<file path="src/rtl/psc_seq_pkg.sv">
// Shared constants, state encoding and sizing helper for the Parallel/Serial
// converter transfer sequencer.
package psc_seq_pkg;

    localparam logic [1:0] MODE_SHIFT_OUT = 2'd0;
    localparam logic [1:0] MODE_SHIFT_IN  = 2'd1;
    localparam logic [1:0] MODE_PLOAD     = 2'd2;
    localparam logic [1:0] MODE_RSVD      = 2'd3;

    typedef enum logic [1:0] {
        IDLE  = 2'd0,
        ISSUE = 2'd1,
        RUN   = 2'd2,
        DONE  = 2'd3
    } seq_state_e;

    // Nominal conv_start -> conv_finish distance: one cycle per slice plus
    // the converter's load and flush cycles.
    function automatic int exp_cycles(input int length, input int slice_size);
        return length / slice_size + 2;
    endfunction

endpackage

</file>
<file path="src/rtl/psc_transfer_sequencer_rr_arbiter.sv">
// Combinational round-robin pick: first set request at or after ptr, wrapping.
// The pointer itself is owned by the sequencer.
module rr_arbiter #(
    parameter int N_REQ = 4
) (
    input  logic [N_REQ-1:0]         req,
    input  logic [$clog2(N_REQ)-1:0] ptr,
    input  logic                     en,
    output logic [N_REQ-1:0]         gnt,
    output logic [$clog2(N_REQ)-1:0] gnt_id,
    output logic                     valid
);

    localparam int ID_W = $clog2(N_REQ);

    logic [ID_W:0] idx;

    always_comb begin
        gnt    = '0;
        gnt_id = '0;
        valid  = 1'b0;
        idx    = '0;
        if (en) begin
            for (int i = 0; i < N_REQ; i++) begin
                // idx is one bit wider so ptr+i never overflows before the wrap
                idx = {1'b0, ptr} + (ID_W + 1)'(i);
                if (idx >= (ID_W + 1)'(N_REQ)) begin
                    idx = idx - (ID_W + 1)'(N_REQ);
                end
                if (!valid && req[idx[ID_W-1:0]]) begin
                    valid                = 1'b1;
                    gnt[idx[ID_W-1:0]]   = 1'b1;
                    gnt_id               = idx[ID_W-1:0];
                end
            end
        end
    end

endmodule

</file>
<file path="src/rtl/psc_transfer_sequencer.sv">
// Schedules one shared bit-sliced Parallel/Serial converter among N_REQ
// requesters: round-robin pick, issue, wait for finish or timeout, report.
module psc_transfer_sequencer
    import psc_seq_pkg::*;
#(
    parameter int N_REQ      = 4,
    parameter int LENGTH     = 32,
    parameter int SLICE_SIZE = 4,
    parameter int EXP_CYC    = exp_cycles(LENGTH, SLICE_SIZE),
    parameter int TIMEOUT    = 2 * EXP_CYC
) (
    input  logic                       clk,
    input  logic                       reset,
    input  logic [N_REQ-1:0]           req,
    input  logic [2*N_REQ-1:0]         req_op,
    output logic [N_REQ-1:0]           grant,
    output logic [$clog2(N_REQ)-1:0]   active_id,
    output logic                       busy,
    output logic                       done,
    output logic                       err,
    output logic [1:0]                 conv_mode,
    output logic                       conv_start,
    input  logic                       conv_finish
);

    localparam int ID_W  = $clog2(N_REQ);
    localparam int CNT_W = $clog2(TIMEOUT + 1);
    localparam logic [CNT_W-1:0] CNT_MAX = {CNT_W{1'b1}};
    // The check looks at the pre-increment value, so DONE lands exactly
    // TIMEOUT cycles after conv_start.
    localparam logic [CNT_W-1:0] CNT_LAST = CNT_W'(TIMEOUT - 2);

    seq_state_e        state_q, state_d;
    logic [ID_W-1:0]   ptr_q, ptr_d;
    logic [ID_W-1:0]   id_q, id_d;
    logic [N_REQ-1:0]  gnt_q, gnt_d;
    logic [1:0]        op_q, op_d;
    logic              err_q, err_d;
    logic [CNT_W-1:0]  cnt_q, cnt_d;

    logic              arb_en;
    logic [N_REQ-1:0]  arb_gnt;
    logic [ID_W-1:0]   arb_id;
    logic              arb_valid;

    rr_arbiter #(
        .N_REQ (N_REQ)
    ) u_arb (
        .req    (req),
        .ptr    (ptr_q),
        .en     (arb_en),
        .gnt    (arb_gnt),
        .gnt_id (arb_id),
        .valid  (arb_valid)
    );

    always_ff @(posedge clk) begin
        if (reset) begin
            state_q <= IDLE;
            ptr_q   <= '0;
            id_q    <= '0;
            gnt_q   <= '0;
            op_q    <= MODE_SHIFT_OUT;
            err_q   <= 1'b0;
            cnt_q   <= '0;
        end else begin
            state_q <= state_d;
            ptr_q   <= ptr_d;
            id_q    <= id_d;
            gnt_q   <= gnt_d;
            op_q    <= op_d;
            err_q   <= err_d;
            cnt_q   <= cnt_d;
        end
    end

    always_comb begin
        state_d    = state_q;
        ptr_d      = ptr_q;
        id_d       = id_q;
        gnt_d      = gnt_q;
        op_d       = op_q;
        err_d      = err_q;
        cnt_d      = cnt_q;
        arb_en     = (state_q == IDLE);

        grant      = '0;
        active_id  = '0;
        busy       = (state_q != IDLE);
        done       = 1'b0;
        err        = 1'b0;
        conv_mode  = MODE_SHIFT_OUT;
        conv_start = 1'b0;

        case (state_q)
            IDLE: begin
                if (arb_valid) begin
                    id_d    = arb_id;
                    gnt_d   = arb_gnt;
                    op_d    = req_op[2*arb_id +: 2];
                    ptr_d   = (arb_id == ID_W'(N_REQ - 1)) ? '0 : arb_id + 1'b1;
                    err_d   = 1'b0;
                    state_d = ISSUE;
                end
            end

            ISSUE: begin
                grant     = gnt_q;
                active_id = id_q;
                case (op_q)
                    MODE_PLOAD: begin
                        conv_mode = MODE_PLOAD;
                        state_d   = DONE;
                    end
                    MODE_RSVD: begin
                        err_d   = 1'b1;
                        state_d = DONE;
                    end
                    default: begin
                        conv_mode  = op_q;
                        conv_start = 1'b1;
                        cnt_d      = '0;
                        state_d    = RUN;
                    end
                endcase
            end

            RUN: begin
                grant     = gnt_q;
                active_id = id_q;
                conv_mode = op_q;
                cnt_d     = (cnt_q == CNT_MAX) ? cnt_q : cnt_q + 1'b1;
                // A finish seen in the timeout cycle still counts as success
                if (conv_finish) begin
                    err_d   = 1'b0;
                    state_d = DONE;
                end else if (cnt_q >= CNT_LAST) begin
                    err_d   = 1'b1;
                    state_d = DONE;
                end
            end

            DONE: begin
                grant     = gnt_q;
                active_id = id_q;
                done      = 1'b1;
                err       = err_q;
                state_d   = IDLE;
            end

            default: begin
                state_d = IDLE;
            end
        endcase
    end

endmodule

</file>
<file path="config.mk">
export PLATFORM = sky130hd
export DESIGN_NAME = psc_transfer_sequencer
export DESIGN_NICKNAME = d
export VERILOG_FILES = /design/src/rtl/psc_seq_pkg.sv /design/src/rtl/psc_transfer_sequencer_rr_arbiter.sv /design/src/rtl/psc_transfer_sequencer.sv
export SDC_FILE = /design/constraint.sdc
export NUM_CORES = 1
export LEC_CHECK = 0
export ABC_AREA = 1
export CAP_MARGIN = 30
export CELL_PAD_IN_SITES_DETAIL_PLACEMENT = 1
export CELL_PAD_IN_SITES_GLOBAL_PLACEMENT = 2
export CORE_MARGIN = 3
export CORE_UTILIZATION = 30
export DETAILED_ROUTE_END_ITERATION = 8
export PLACE_DENSITY = 0.84
export SYNTH_ARGS = -nofsm -noshare
export SYNTH_HDL_FRONTEND = slang
export SYNTH_SLANG_ARGS = --single-unit
</file>
<file path="constraint.sdc">
create_clock -name clk -period 6.1 [get_ports clk]
set_input_delay 0.61 -clock clk [delete_from_list [all_inputs] [get_ports clk]]
set_output_delay 0.61 -clock clk [all_outputs]
set_load 0.01 [all_outputs]
</file>
==> results.txt, run 1 <==
internal cell power: 429.0 µW
Crit Path Max Fanout: 5
DIE AREA: 6134 µm²
FF-to-FF End: ptr_q[1]$_SDFFE_PP0P_
total number of vias: 1503
First DRT Iteration DRCs: 42
final hold violations: 0
WS Path Type: flop to output port
Post-CTS Setup Inserts: 0
Data required, critical path: 5.49 ns
largest net degree at the start of global routing: 14
Final period util: 42.55%
Worst Path Arrival: 1.99 ns
Final WS setup: 3.504 ns
nets: 294
H-Tree Depth: 1
IO Count: 27
vias in the first global route: 1538
count of cell types in the netlist: 31
RSZ-0062 raised after global routing: no
Syn-to-layout area delta: 24.24%
metal3 WL: 84 µm
DRC Markers: 0
commonest non-fill, non-tap cells in the layout: nand2_1 (51), inv_1 (43), clkdlybuf4s50_1 (26)
cell count after synthesis: 236
Initial Util: 32.15%
Via density: 4.555
Critical Path Max Stage Delay: 0.55 ns
met2 WL: 1.791 mm
Port Buf Inserts: 26
overall track demand over capacity in global routing: 14.08%
# fillers: 662
final slew viol count: 0
Finished Cell Area: 1949 µm²
Slew HR: 55.90%
most common cell after layout, fill and taps aside: nand2_1
ANT nets after route: 0
grt total ovfl: 0
Hold-fix buffers, CTS: 0
CP endpoint: conv_mode[0]
Ys Warns: 0
post-cts sizing count: 0
Crit. End Element: output port
worst setup path startpoint: state_q[1]$_SDFFE_PP0P_
Worst VDD drop: 0.1208 mV
Skew-Pair Late Insertion Delay: 0.25 ns
Final Wtd Congestion: 0.7829
Fmax: 385.3 MHz
Critical-path top delay cell: clkdlybuf4s50_1
share of cells above drive strength 1: 11.79%
Fin Setup TNS: 0 ns
# rows: 25
Reg2Reg Setup Slack: 3.62 ns
Leakage: 0.9342 nW
cells on worst reg2reg path: 13
wire per inst: 11.92 µm
Post-Place Cell Area: 1894 µm²
RR Startpoint: ptr_q[0]$_SDFFE_PP0P_
cell chain of the critical path: inv_1 > ha_1 > inv_1 > nor2_1 > o21ai_0 > nor2_1 > clkdlybuf4s50_1
first-pass GRT wire length: 7.086 mm
Routed met1 length: 2.023 mm
die width: 78.32 µm
highest routing layer actually used: met4
final setup vio count: 0
status: completed
critical path launch point type: flop
Reg clk slew, reported paths: 0.07 ns
Root Driver: clkbuf_8
Place WS: 3.597 ns
Cell Pwr Density: 454.3 nW/µm²
Synthesized Nets: 266
Worst Hold Class: flop to flop
dpl hpwl: 3.287 mm
CTS tree: yes
cell area after synthesis: 1569 µm²
register area share after synthesis: 22.97%
Net Switching: 456.5 µW
power share of the clock group: 11.1%
Tightest Pin Transition: 0.6606 ns
number of antenna diodes: 0
final wirelength: 3.934 mm
syn_area_per_cell: 6.648 µm²
Seq pwr share: 22.1%
clk buf depth: 2
CTS Buf Count: 3
Switching Share: 51.55%
initial antenna violation count: 0
Synth Register Bits: 18
Worst Skew: 0.001159 ns
Max Cap Violations: 0
Combinational Power Share: 66.8%
CORE AREA: 4880 µm²
Die Y: 78.32 µm
first-pass detailed-route iteration total: 4
number of clock sinks: 18
minimum clock period: 2.596 ns
[cell type report]
type	instances	area (µm²)	share of cell area, %
Tap cell	67	83.83	4.300
Multi-Input combinational cell	165	992.2	50.90
Inverter	50	197.7	10.14
Sequential cell	18	360.3	18.49
Clock buffer	4	55.05	2.824
Timing Repair Buffer	26	260.3	13.35
[critical path: cells and delay by family (launching register included)]
kind            cells  cell delay, ns
compound gates      1            0.11
fa+ha+maj           1            0.24
buf+inv             3            0.77
flops               1            0.33
simple gates        2            0.28
[logic make-up after synthesis]
logic type,synth area share [%]
adders and majority gates,11.96
buffers and inverters,13.80
xor gates and xnor gates,0.5583
AOI/OAI and AO/OA,12.68
DFF,22.97
and+or+nand+nor,38.04
[power by group through the flow]
stage | combinational [mW] | clock [mW] | sequential, mW
2_1_floorplan | 0.451 | 0 | 0.180
3_3_place_gp | 0.598 | 0 | 0.200
6_report | 0.592 | 0.0981 | 0.196
3_5_place_dp | 0.598 | 0 | 0.200
4_1_cts | 0.602 | 0.101 | 0.197
5_1_grt | 0.690 | 0.108 | 0.203
[registers in the layout (all words and copies together), names as in the netlist]
signal and count:
op_q 2, state_q 2, ptr_q 2, id_q 2
gnt_q 4, err_q 1, cnt_q 5
[how the worst min path moves through the flow]
stage                                end                 start  cells after the start
finish              id_q[1]$_SDFFE_PP0P_  id_q[1]$_SDFFE_PP0P_                      2
global route        id_q[0]$_SDFFE_PP0P_  id_q[0]$_SDFFE_PP0P_                      2
CTS                 id_q[1]$_SDFFE_PP0P_  id_q[1]$_SDFFE_PP0P_                      2
detailed placement  id_q[1]$_SDFFE_PP0P_  id_q[1]$_SDFFE_PP0P_                      2
global placement    id_q[1]$_SDFFE_PP0P_  id_q[1]$_SDFFE_PP0P_                      2
floorplan           id_q[0]$_SDFFE_PP0P_  id_q[0]$_SDFFE_PP0P_                      2
[synthesized netlist by cell type (all sizes together)]
library cell / count / area, µm²
o211ai: 1 / 7.510
inv: 50 / 197.7
a211oi: 2 / 15.01
nor3: 1 / 5.000
dfxtp: 18 / 360.4
or2: 2 / 12.52
buf: 1 / 11.26
o21ai: 12 / 60.06
a22oi: 2 / 15.01
xor2: 1 / 8.760
ha: 15 / 187.7
nand4: 7 / 56.30
nand3: 21 / 145.1
nor4: 1 / 6.260
a31oi: 3 / 18.77
nand3b: 1 / 7.510
nand2: 62 / 285.3
nor2: 19 / 78.82
a21oi: 13 / 65.06
clkbuf: 2 / 7.510
a41oi: 2 / 17.52
[per-stage QoR]
stage	power (mW)	hold WS, ns	cells	util (%)
after global routing	1.001	0.5165	330	39.95
final	0.8855	0.4749	330	39.95
after detailed placement	0.7985	0.4666	326	38.82
after floorplan	0.6312	0.4453	236	-
after global placement	0.7979	0.4575	326	38.82
after CTS	0.9007	0.4777	330	39.95
[per-layer routing]
layer | up-vias | track usage, %
li1 | 813 | -
met1 | 663 | 18.99
met2 | 23 | 23.54
met3 | 4 | 1.606
met4 | 0 | 4.196
met5 | - | 0
(Power assumes the default switching activity.)
==> run 2, diff against run 1 <==
Settings changed: CORE_UTILIZATION 30 to 29, PLACE_DENSITY 0.84 to 0.81.
Clock period 6.1 ns to 2.65 ns, I/O delays scaled along.
==> results.txt, run 2 (synthesis gave the netlist of run 1 again) <==
Port Buf Inserts: 26 (unchanged)
WS Path Type: flop to output port (unchanged)
largest registers: cnt_q x5, gnt_q x4 (unchanged)
Biggest register: cnt_q (unchanged)
Critical Path Max Stage Delay: 0.54 ns (was 0.55 ns)
DRC Markers: 0 (unchanged)
Tightest Pin Transition: 0.4447 ns (was 0.6606 ns)
Hold-fix buffers, CTS: 0 (unchanged)
max reg flops: 5 (unchanged)
Worst Hold Class: flop to flop (unchanged)
wire per inst: 12.32 µm (was 11.92 µm)
total number of vias: 1572 (was 1503)
initial antenna violation count: 0 (unchanged)
Via density: 4.679 (was 4.555)
Final period util: 85.98%
Fin Setup TNS: 0 ns (unchanged)
overall track demand over capacity in global routing: 14.09% (was 14.08%)
largest net degree at the start of global routing: 13 (was 14)
Finished Core Util: 38.20% (was 39.95%)
most common cell after layout, fill and taps aside: nand2_1 (unchanged)
nets: 297 (was 294)
clk buf depth: 2 (unchanged)
Critical-path top delay cell: clkdlybuf4s50_1 (unchanged)
cell chain of the critical path: inv_1 > ha_1 > inv_1 > nor2_1 > o21ai_0 > nor2_1 > clkdlybuf4s50_1 (unchanged)
# fillers: 669 (was 662)
Cell Pwr Density: 1057 nW/µm² (was 454.3 nW/µm²)
# rows: 26 (was 25)
Reg clk slew, reported paths: 0.07 ns (about the same)
WP buf/inv: 3 (unchanged)
CTS tree: yes (unchanged)
final slew viol count: 0 (unchanged)
H-Tree Depth: 1 (unchanged)
grt total ovfl: 0 (unchanged)
status: completed (unchanged)
RR Startpoint: ptr_q[0]$_SDFFE_PP0P_ (unchanged)
Hold Path Origin: id_q[0]$_SDFFE_PP0P_ (was id_q[1]$_SDFFE_PP0P_)
vias in the first global route: 1521 (was 1538)
CTS Buf Count: 3 (unchanged)
Leakage: 0.9493 nW (was 0.9342 nW)
Post-CTS Setup Inserts: 0 (unchanged)
CORE AREA: 5172 µm² (was 4880 µm²)
Crit Path Max Fanout: 5 (unchanged)
Slew HR: 70.36% (was 55.90%)
Worst Skew: 0.003394 ns (was 0.001159 ns)
IO Count: 27 (unchanged)
DIE AREA: 6329 µm² (was 6134 µm²)
Fmax: 438.9 MHz
Data required, critical path: 2.38 ns (was 5.49 ns)
Crit. End Element: output port (unchanged)
delay-heaviest family, CP: buffers and inverters (unchanged)
dpl hpwl: 3.346 mm (was 3.287 mm)
Worst VDD drop: 0.3329 mV (was 0.1208 mV)
RSZ-0062 raised after global routing: no (unchanged)
First DRT Iteration DRCs: 45 (was 42)
die width: 79.56 µm (was 78.32 µm)
Skew-Pair Late Insertion Delay: 0.26 ns (was 0.25 ns)
Worst Path Arrival: 2.01 ns (was 1.99 ns)
worst setup path startpoint: state_q[1]$_SDFFE_PP0P_ (unchanged)
share of cells above drive strength 1: 12.78% (was 11.79%)
Syn-to-layout area delta: 25.92% (was 24.24%)
minimum clock period: 2.279 ns
commonest non-fill, non-tap cells in the layout: nand2_1 (51), inv_1 (43), clkdlybuf4s50_1 (26) (unchanged)
number of clock sinks: 18 (unchanged)
ANT nets after route: 0 (unchanged)
Die Y: 79.56 µm (was 78.32 µm)
number of antenna diodes: 0 (unchanged)
final hold violations: 0 (unchanged)
post-cts sizing count: 0 (unchanged)
Initial Util: 30.33% (was 32.15%)
first-pass GRT wire length: 7.176 mm (was 7.086 mm)
Max Cap Violations: 0 (unchanged)
Final Wtd Congestion: 0.8589 (was 0.7829)
first-pass detailed-route iteration total: 4 (unchanged)
Root Driver: clkbuf_8 (unchanged)
critical path launch point type: flop (unchanged)
final wirelength: 4.140 mm (was 3.934 mm)
final setup vio count: 0 (unchanged)
-- run 2: cell count changes in the layout (fill, tap and decap cells not counted) --
cell and change:
buf_4 +3
-- run 2: path summary, 6_finish.rpt --
kind / end / slack, ns / cells after the start
max: conv_mode[0] / 0.37 / 7
min: id_q[0]$_SDFFE_PP0P_ / 0.48 / 2
min reg2reg: id_q[0]$_SDFFE_PP0P_ / 0.48 / 2
max reg2reg: op_q[1]$_SDFFE_PP0P_ / 0.54 / 13
-- run 2: layout make-up --
class                   count  area (µm²)  share of cell area (%)
multi-input cells         165       992.2                   50.22
well taps                  70       87.58                   4.433
repair buffers             29       282.8                   14.31
flip-flops and latches     18       360.3                   18.24
clock buffers               4       55.05                   2.787
inverters                  50       197.7                   10.01
-- run 2: tightest hold or removal path: stages, from the launching register on --
cell     delay, ns
dfxtp_1       0.32
nand2_1       0.06
a21oi_1       0.05
-- run 2: metal layers --
layer / up-vias / share of wire, % / GRT usage [%]
met4: 0 / 2.6 / 5.498
met3: 9 / 3.2 / 1.693
met1: 720 / 50 / 19.35
met5: - / 0 / 0
met2: 28 / 44 / 22.29
li1: 815 / - / -
-- run 2: report_power, final --
group	total (mW)	switching, mW	internal, mW
logic	1.43	0.916	0.515
registers	0.421	0.0633	0.358
clock network	0.236	0.104	0.132
total	2.09	1.08	1.00
-- run 2: stage by stage --
stage / hold WS [ns] / cells / worst slack (ns) / total power, mW / area, µm²
6_report: 0.4761 / 336 / 0.3715 / 2.087 / 1976
3_5_place_dp: 0.4675 / 332 / 0.5105 / 1.868 / 1921
4_1_cts: 0.4782 / 336 / 0.3728 / 2.111 / 1976
5_1_grt: 0.5054 / 336 / 0.2165 / 2.315 / 1976
2_1_floorplan: 0.4453 / 236 / 0.6756 / 1.453 / 1569
3_3_place_gp: 0.4636 / 332 / 0.4943 / 1.865 / 1921
